File: src/rtl/muldiv_pkg.sv
// Shared types and constants for the multi-cycle multiply/divide sequencer.
package muldiv_pkg;

  localparam int MD_DATA_W = 32;

  typedef enum logic [2:0] {
    MD_MULT  = 3'd0,
    MD_MULTU = 3'd1,
    MD_DIV   = 3'd2,
    MD_DIVU  = 3'd3,
    MD_MTHI  = 3'd4,
    MD_MTLO  = 3'd5
  } md_op_t;

  typedef enum logic [1:0] {
    IDLE = 2'd0,
    PREP = 2'd1,
    RUN  = 2'd2,
    FIX  = 2'd3
  } md_state_t;

endpackage

File: src/rtl/muldiv_iter.sv
// One shift-add multiply or restoring-divide step over the {upper, lower} accumulator.
module muldiv_iter #(
  parameter int W = 32
) (
  input  logic           is_div,
  input  logic [2*W-1:0] acc,
  input  logic [W-1:0]   opnd,
  output logic [2*W-1:0] acc_nxt
);

  logic [W:0]   sum;
  logic [W:0]   sh_rem;
  logic [W-1:0] diff;
  logic         ge;

  always_comb begin
    // multiply: lower half holds the remaining multiplier bits, upper half the partial product
    sum    = {1'b0, acc[2*W-1:W]} + (acc[0] ? {1'b0, opnd} : {(W+1){1'b0}});
    // divide: upper half is the partial remainder, lower half shifts dividend out and quotient in
    sh_rem = acc[2*W-1:W-1];
    ge     = (sh_rem >= {1'b0, opnd});
    diff   = sh_rem[W-1:0] - opnd;
    if (is_div) begin
      acc_nxt = {(ge ? diff : sh_rem[W-1:0]), acc[W-2:0], ge};
    end else begin
      acc_nxt = {sum, acc[W-1:1]};
    end
  end

endmodule

File: src/rtl/muldiv_seq.sv
// Multi-cycle MULT/DIV sequencer and owner of the architectural HI/LO registers.
//
//   state | meaning
//   IDLE  | waiting for start; MTHI/MTLO write hi/lo directly
//   PREP  | take operand magnitudes, record signs and divide-by-zero
//   RUN   | DATA_W multiply/divide iterations, one per clock
//   FIX   | apply signs, commit hi/lo, pulse done
module muldiv_seq
  import muldiv_pkg::*;
#(
  parameter int DATA_W = MD_DATA_W
) (
  input  logic              clk,
  input  logic              rst_n,
  input  logic              start,
  input  logic [2:0]        op,
  input  logic [DATA_W-1:0] op_a,
  input  logic [DATA_W-1:0] op_b,
  input  logic              abort,
  output logic              busy,
  output logic              done,
  output logic              div_zero,
  output logic [DATA_W-1:0] hi,
  output logic [DATA_W-1:0] lo
);

  localparam int CW = $clog2(DATA_W);
  localparam logic [CW-1:0] CNT_LAST = CW'(DATA_W - 1);

  md_state_t          state_q, state_d;
  logic [2:0]         op_q, op_d;
  logic [DATA_W-1:0]  a_q, a_d;
  logic [DATA_W-1:0]  b_q, b_d;
  logic [DATA_W-1:0]  opnd_q, opnd_d;
  logic [2*DATA_W-1:0] acc_q, acc_d;
  logic [CW-1:0]      cnt_q, cnt_d;
  logic               neg_res_q, neg_res_d;
  logic               neg_rem_q, neg_rem_d;
  logic               dz_q, dz_d;
  logic [DATA_W-1:0]  hi_q, hi_d;
  logic [DATA_W-1:0]  lo_q, lo_d;
  logic               busy_q, busy_d;
  logic               done_q, done_d;
  logic               div_zero_q, div_zero_d;

  logic                is_div;
  logic                is_signed;
  logic                a_neg;
  logic                b_neg;
  logic [DATA_W-1:0]   a_mag;
  logic [DATA_W-1:0]   b_mag;
  logic [2*DATA_W-1:0] acc_nxt;
  logic [2*DATA_W-1:0] prod_fix;
  logic [DATA_W-1:0]   quo_fix;
  logic [DATA_W-1:0]   rem_fix;

  assign is_div    = (op_q == MD_DIV) || (op_q == MD_DIVU);
  assign is_signed = (op_q == MD_MULT) || (op_q == MD_DIV);
  assign a_neg     = is_signed & a_q[DATA_W-1];
  assign b_neg     = is_signed & b_q[DATA_W-1];
  assign a_mag     = a_neg ? (~a_q + 1'b1) : a_q;
  assign b_mag     = b_neg ? (~b_q + 1'b1) : b_q;

  assign prod_fix = neg_res_q ? (~acc_q + 1'b1) : acc_q;
  assign quo_fix  = neg_res_q ? (~acc_q[DATA_W-1:0] + 1'b1) : acc_q[DATA_W-1:0];
  assign rem_fix  = neg_rem_q ? (~acc_q[2*DATA_W-1:DATA_W] + 1'b1) : acc_q[2*DATA_W-1:DATA_W];

  muldiv_iter #(.W(DATA_W)) u_iter (
    .is_div  (is_div),
    .acc     (acc_q),
    .opnd    (opnd_q),
    .acc_nxt (acc_nxt)
  );

  always_comb begin
    state_d    = state_q;
    op_d       = op_q;
    a_d        = a_q;
    b_d        = b_q;
    opnd_d     = opnd_q;
    acc_d      = acc_q;
    cnt_d      = cnt_q;
    neg_res_d  = neg_res_q;
    neg_rem_d  = neg_rem_q;
    dz_d       = dz_q;
    hi_d       = hi_q;
    lo_d       = lo_q;
    done_d     = 1'b0;
    div_zero_d = 1'b0;

    unique case (state_q)
      IDLE: begin
        if (start && !abort) begin
          unique case (op)
            MD_MTHI: hi_d = op_a;
            MD_MTLO: lo_d = op_a;
            MD_MULT, MD_MULTU, MD_DIV, MD_DIVU: begin
              op_d    = op;
              a_d     = op_a;
              b_d     = op_b;
              state_d = PREP;
            end
            default: ;
          endcase
        end
      end
      PREP: begin
        neg_res_d = a_neg ^ b_neg;
        neg_rem_d = a_neg;
        dz_d      = is_div && (b_q == '0);
        opnd_d    = is_div ? b_mag : a_mag;
        acc_d     = {{DATA_W{1'b0}}, (is_div ? a_mag : b_mag)};
        cnt_d     = '0;
        state_d   = RUN;
      end
      RUN: begin
        acc_d = acc_nxt;
        cnt_d = cnt_q + CW'(1);
        if (cnt_q == CNT_LAST) state_d = FIX;
      end
      FIX: begin
        if (!is_div) begin
          {hi_d, lo_d} = prod_fix;
        end else if (dz_q) begin
          // divide-by-zero leaves the raw dividend in HI and all ones in LO
          hi_d = a_q;
          lo_d = '1;
        end else begin
          hi_d = rem_fix;
          lo_d = quo_fix;
        end
        done_d     = 1'b1;
        div_zero_d = dz_q;
        state_d    = IDLE;
      end
      default: state_d = IDLE;
    endcase

    // a flush cancels anything in flight with no commit
    if (abort && (state_q != IDLE)) begin
      state_d    = IDLE;
      hi_d       = hi_q;
      lo_d       = lo_q;
      done_d     = 1'b0;
      div_zero_d = 1'b0;
    end

    busy_d = (state_d != IDLE);
  end

  always_ff @(posedge clk or negedge rst_n) begin
    if (!rst_n) begin
      state_q    <= IDLE;
      op_q       <= '0;
      a_q        <= '0;
      b_q        <= '0;
      opnd_q     <= '0;
      acc_q      <= '0;
      cnt_q      <= '0;
      neg_res_q  <= 1'b0;
      neg_rem_q  <= 1'b0;
      dz_q       <= 1'b0;
      hi_q       <= '0;
      lo_q       <= '0;
      busy_q     <= 1'b0;
      done_q     <= 1'b0;
      div_zero_q <= 1'b0;
    end else begin
      state_q    <= state_d;
      op_q       <= op_d;
      a_q        <= a_d;
      b_q        <= b_d;
      opnd_q     <= opnd_d;
      acc_q      <= acc_d;
      cnt_q      <= cnt_d;
      neg_res_q  <= neg_res_d;
      neg_rem_q  <= neg_rem_d;
      dz_q       <= dz_d;
      hi_q       <= hi_d;
      lo_q       <= lo_d;
      busy_q     <= busy_d;
      done_q     <= done_d;
      div_zero_q <= div_zero_d;
    end
  end

  assign busy     = busy_q;
  assign done     = done_q;
  assign div_zero = div_zero_q;
  assign hi       = hi_q;
  assign lo       = lo_q;

endmodule

File: config.mk
export PLATFORM = sky130hd
export DESIGN_NAME = muldiv_seq
export DESIGN_NICKNAME = d
export VERILOG_FILES = /design/src/rtl/muldiv_pkg.sv /design/src/rtl/muldiv_iter.sv /design/src/rtl/muldiv_seq.sv
export SDC_FILE = /design/constraint.sdc
export NUM_CORES = 1
export LEC_CHECK = 0
export ABC_CLOCK_PERIOD_IN_PS = 3900
export CAP_MARGIN = 15
export CELL_PAD_IN_SITES_DETAIL_PLACEMENT = 2
export CELL_PAD_IN_SITES_GLOBAL_PLACEMENT = 2
export CORE_MARGIN = 2
export CORE_UTILIZATION = 37
export DETAILED_ROUTE_END_ITERATION = 6
export PLACE_DENSITY = 0.84
export SLEW_MARGIN = 10
export SYNTH_ARGS = -nofsm -noshare
export SYNTH_HDL_FRONTEND = slang
export SYNTH_HIERARCHICAL = 1
export SYNTH_SLANG_ARGS = --single-unit
File: constraint.sdc
create_clock -name clk -period 3.9 [get_ports clk]
set_clock_uncertainty 0.15 [all_clocks]
set_input_delay 0.78 -clock clk [delete_from_list [all_inputs] [get_ports clk]]
set_output_delay 0.78 -clock clk [all_outputs]
set_load 0.05 [all_outputs]
==> flow_summary.json <==
{
  "io_pins": 138,
  "yosys_most_used_dff": "dfrtp_1",
  "routabilityCongestion": 0.996,
  "max_stage_delay_ns": 0.58,
  "synth_enable_flop_cells": 0,
  "slew_viol_final": 0,
  "die_w_um": 234,
  "syn_inst": 2329,
  "area_growth_pct": 19.1,
  "dp.final_hpwl_um": 80000,
  "cp_top_family": "simple AND/OR/NAND/NOR gates",
  "dp.cells": 3131,
  "synth_nets": 2476,
  "cp_max_fo": 9,
  "hp-class": "in -> async",
  "grt_pass1_vias": 22800,
  "root_buffer": "clkbuf_16",
  "post_synth_most_frequent_cells": "dfrtp_1, nand2_1, o21ai_0, a21oi_1, nor2_1",
  "finalNonFillerCells": 3190,
  "vias": 21400,
  "fmax_mhz": 266,
  "initial_utilization_pct": 37.3,
  "synth_area_mm2": 0.0196,
  "layout-drive-gt1-share_pct": 13.3,
  "cp_slowest_cell": "nand4_1",
  "rsz0062_at_grt": "false",
  "clk_pin_slew_ns": 0.07,
  "design.die.area_mm2": 0.0548,
  "path_buf_inv": 1,
  "cts_htree_levels": 1,
  "min_period_over_period_pct": 96.5,
  "required_ns": 4.23,
  "cts.path.max_buffers": 3,
  "numClockSinks": 240,
  "grt_max_degree": 94,
  "yosysWarnings": 6,
  "route.detailed.drc": 0,
  "max_cap_viol_count": 0,
  "min_period_ns": 3.77,
  "cts_tree": "yes",
  "worstReg2RegStart": "acc_q[32]$_DFFE_PN0P_",
  "async_flop_share_pct": 100,
  "grt_use_total_pct": 38.1,
  "rr_endpoint": "hi[30]$_DFFE_PN0P_",
  "yosysUniqueCellTypes": 97,
  "synth.avg_cell_area_um2": 8.41,
  "core.rowCount": 84,
  "setup_violations": 0,
  "ys_top_cells_by_area": "dfrtp_1, mux2_2, ha_1",
  "gr-total-overflow": 0,
  "synth-seq-area-share_pct": 30.7,
  "via_per_inst": 6.70,
  "setup_tns_ns": 0,
  "synth_most_common_cell": "dfrtp_1",
  "dr.pass1.iters": 5,
  "crit_type": "reg -> reg",
  "worstPathArrival_ns": 4.10,
  "antenna_found_initial": 12,
  "ctsHoldBuffers": 0,
  "routed_wl_um": 105000,
  "outcome": "complete, no violations",
  "grt_pass1_wl_um": 154000,
  "ant_nets": 0,
  "fp.dieH_um": 234,
  "fill_cells": 5759,
  "hold_viol": 0,
  "tightest_slew_ns": 1.12,
  "core_mm2": 0.0524,
  "nets": 2625,
  "yosys_register_bits": 240,
  "drt_iter0_markers": 2345,
  "r2r_slack_ns": 0.13,
  "max_slew_margin_pct": 24.7,
  "critPathLaunchType": "flip-flop",
  "portBuffers": 137,
  "wire_per_inst_um": 32.9,
  "ff2ff_path_depth": 8,
  "yosys.area.top_type": "dfrtp_1",
  "synth_top_area_share_pct": 30.7,
  "cts_made_buffers": 31,
  "clk_latency_ns": 0.62,
  "worstPathCellList": "inv_1 -> ha_1 -> nor3b_1 -> nand4_1 -> nand2b_1 -> a311o_1 -> a2bb2oi_1 -> a21boi_0",
  "worstSetupEndpointType": "flip-flop"
}
## layout by cell type, fill, tap and decap left out, types with 9 or more instances in the layout
master / count
nand4_1: 30
o31ai_1: 32
clkbuf_16: 31
o41ai_1: 18
xnor2_1: 90
a31oi_1: 30
or4_1: 16
dfrtp_1: 239
a211oi_1: 19
o21ai_0: 169
o221ai_1: 25
and3_1: 29
nand2b_1: 23
a21oi_1: 150
o21a_1: 13
nand2_1: 172
o22ai_1: 35
inv_1: 104
nor3_1: 60
nor4_1: 34
or3_1: 24
o21ai_1: 9
nor2b_1: 20
nand3_1: 82
a21o_1: 33
and2_1: 47
clkdlybuf4s50_1: 136
nor2_1: 145
buf_4: 125
a221oi_1: 10
o211ai_1: 20
a22oi_1: 16
ha_1: 70
a221o_1: 10
mux2_2: 101
xor2_1: 63
mux2i_1: 61
## stage by stage
| step | area (um^2) | utilization (%) | hold WS (ns) | setup WS, ns |
|---|---|---|---|---|
| after floorplan | 19600 | - | 0.316 | 0.611 |
| after global placement | 22300 | 42.4 | 0.317 | 0.231 |
| after detailed placement | 22300 | 42.4 | 0.324 | 0.166 |
| after CTS | 23300 | 44.4 | 0.109 | 0.142 |
| after global routing | 23300 | 44.4 | 0.124 | 0.00621 |
| final | 23300 | 44.5 | 0.0964 | 0.135 |
## worst reg2reg max path, delay by kind of cell, from the launching register on
kind | cells | cell delay [ns]
and+or+nand+nor | 3 | 1.59
AOI/OAI and AO/OA | 3 | 0.72
DFF | 1 | 0.53
adders and majority gates | 1 | 0.39
buffers and inverters | 1 | 0.25
## kinds of logic after synthesis
kind of cell             after synthesis  synth area share, %
AND/OR/NAND/NOR                      731                 19.0
flip-flops                           240                 30.7
AO/OA/AOI/OAI                        706                 24.1
buffers and inverters                260                 5.42
XOR/XNOR                             153                 6.84
multiplexers                         163                 8.98
adder cells (fa/ha/maj)               76                 4.93
## sequential cells by signal (all words and copies together), names as in the netlist
| register | count |
|---|---|
| done | 1 |
| acc_q | 64 |
| busy | 1 |
| op_q | 3 |
| hi | 32 |
| dz_q | 1 |
| neg_res_q | 1 |
| div_zero | 1 |
| cnt_q | 5 |
| opnd_q | 32 |
| state_q | 2 |
| b_q | 32 |
| neg_rem_q | 1 |
| lo | 32 |
| a_q | 32 |
## how the worst max path moves through the flow
| stage | startpoint | end | depth (start not counted) |
|---|---|---|---|
| final | acc_q[32]$_DFFE_PN0P_ | hi[30]$_DFFE_PN0P_ | 8 |
| after global routing | acc_q[31]$_DFFE_PN0P_ | acc_q[62]$_DFFE_PN0P_ | 13 |
| after CTS | acc_q[0]$_DFFE_PN0P_ | acc_q[61]$_DFFE_PN0P_ | 12 |
| after detailed placement | acc_q[0]$_DFFE_PN0P_ | acc_q[57]$_DFFE_PN0P_ | 12 |
| after global placement | acc_q[0]$_DFFE_PN0P_ | acc_q[61]$_DFFE_PN0P_ | 12 |
| after floorplan | acc_q[4]$_DFFE_PN0P_ | hi[28]$_DFFE_PN0P_ | 9 |
## layout make-up
cell class	instances	area, um^2	area share, %
clock inverter	13	168	0.719
multi-input combinational	1829	12600	53.9
tap	688	861	3.69
clock buffer	42	857	3.68
inverter	107	404	1.73
antenna	2	5.00	0.0215
sequential	240	6010	25.8
timing repair buffer	269	2440	10.5
## routing by layer
| layer | share of wire [%] | GRT usage [%] | up-vias |
|---|---|---|---|
| li1 | - | - | 8938 |
| met1 | 40 | 48.7 | 11000 |
| met2 | 45 | 60.7 | 1094 |
| met3 | 8.2 | 7.58 | 368 |
| met4 | 6.7 | 20.1 | 10 |
| met5 | 0.057 | 0 | - |
## repair_timing
action | CTS | global route
endpoints found under the setup margin | 0 | 7
gates resized for setup | 0 | 2
buffers inserted | 0 | 1
Power is not shown: default switching activity piles up to over one toggle a cycle in this logic, so the estimate is an artifact.
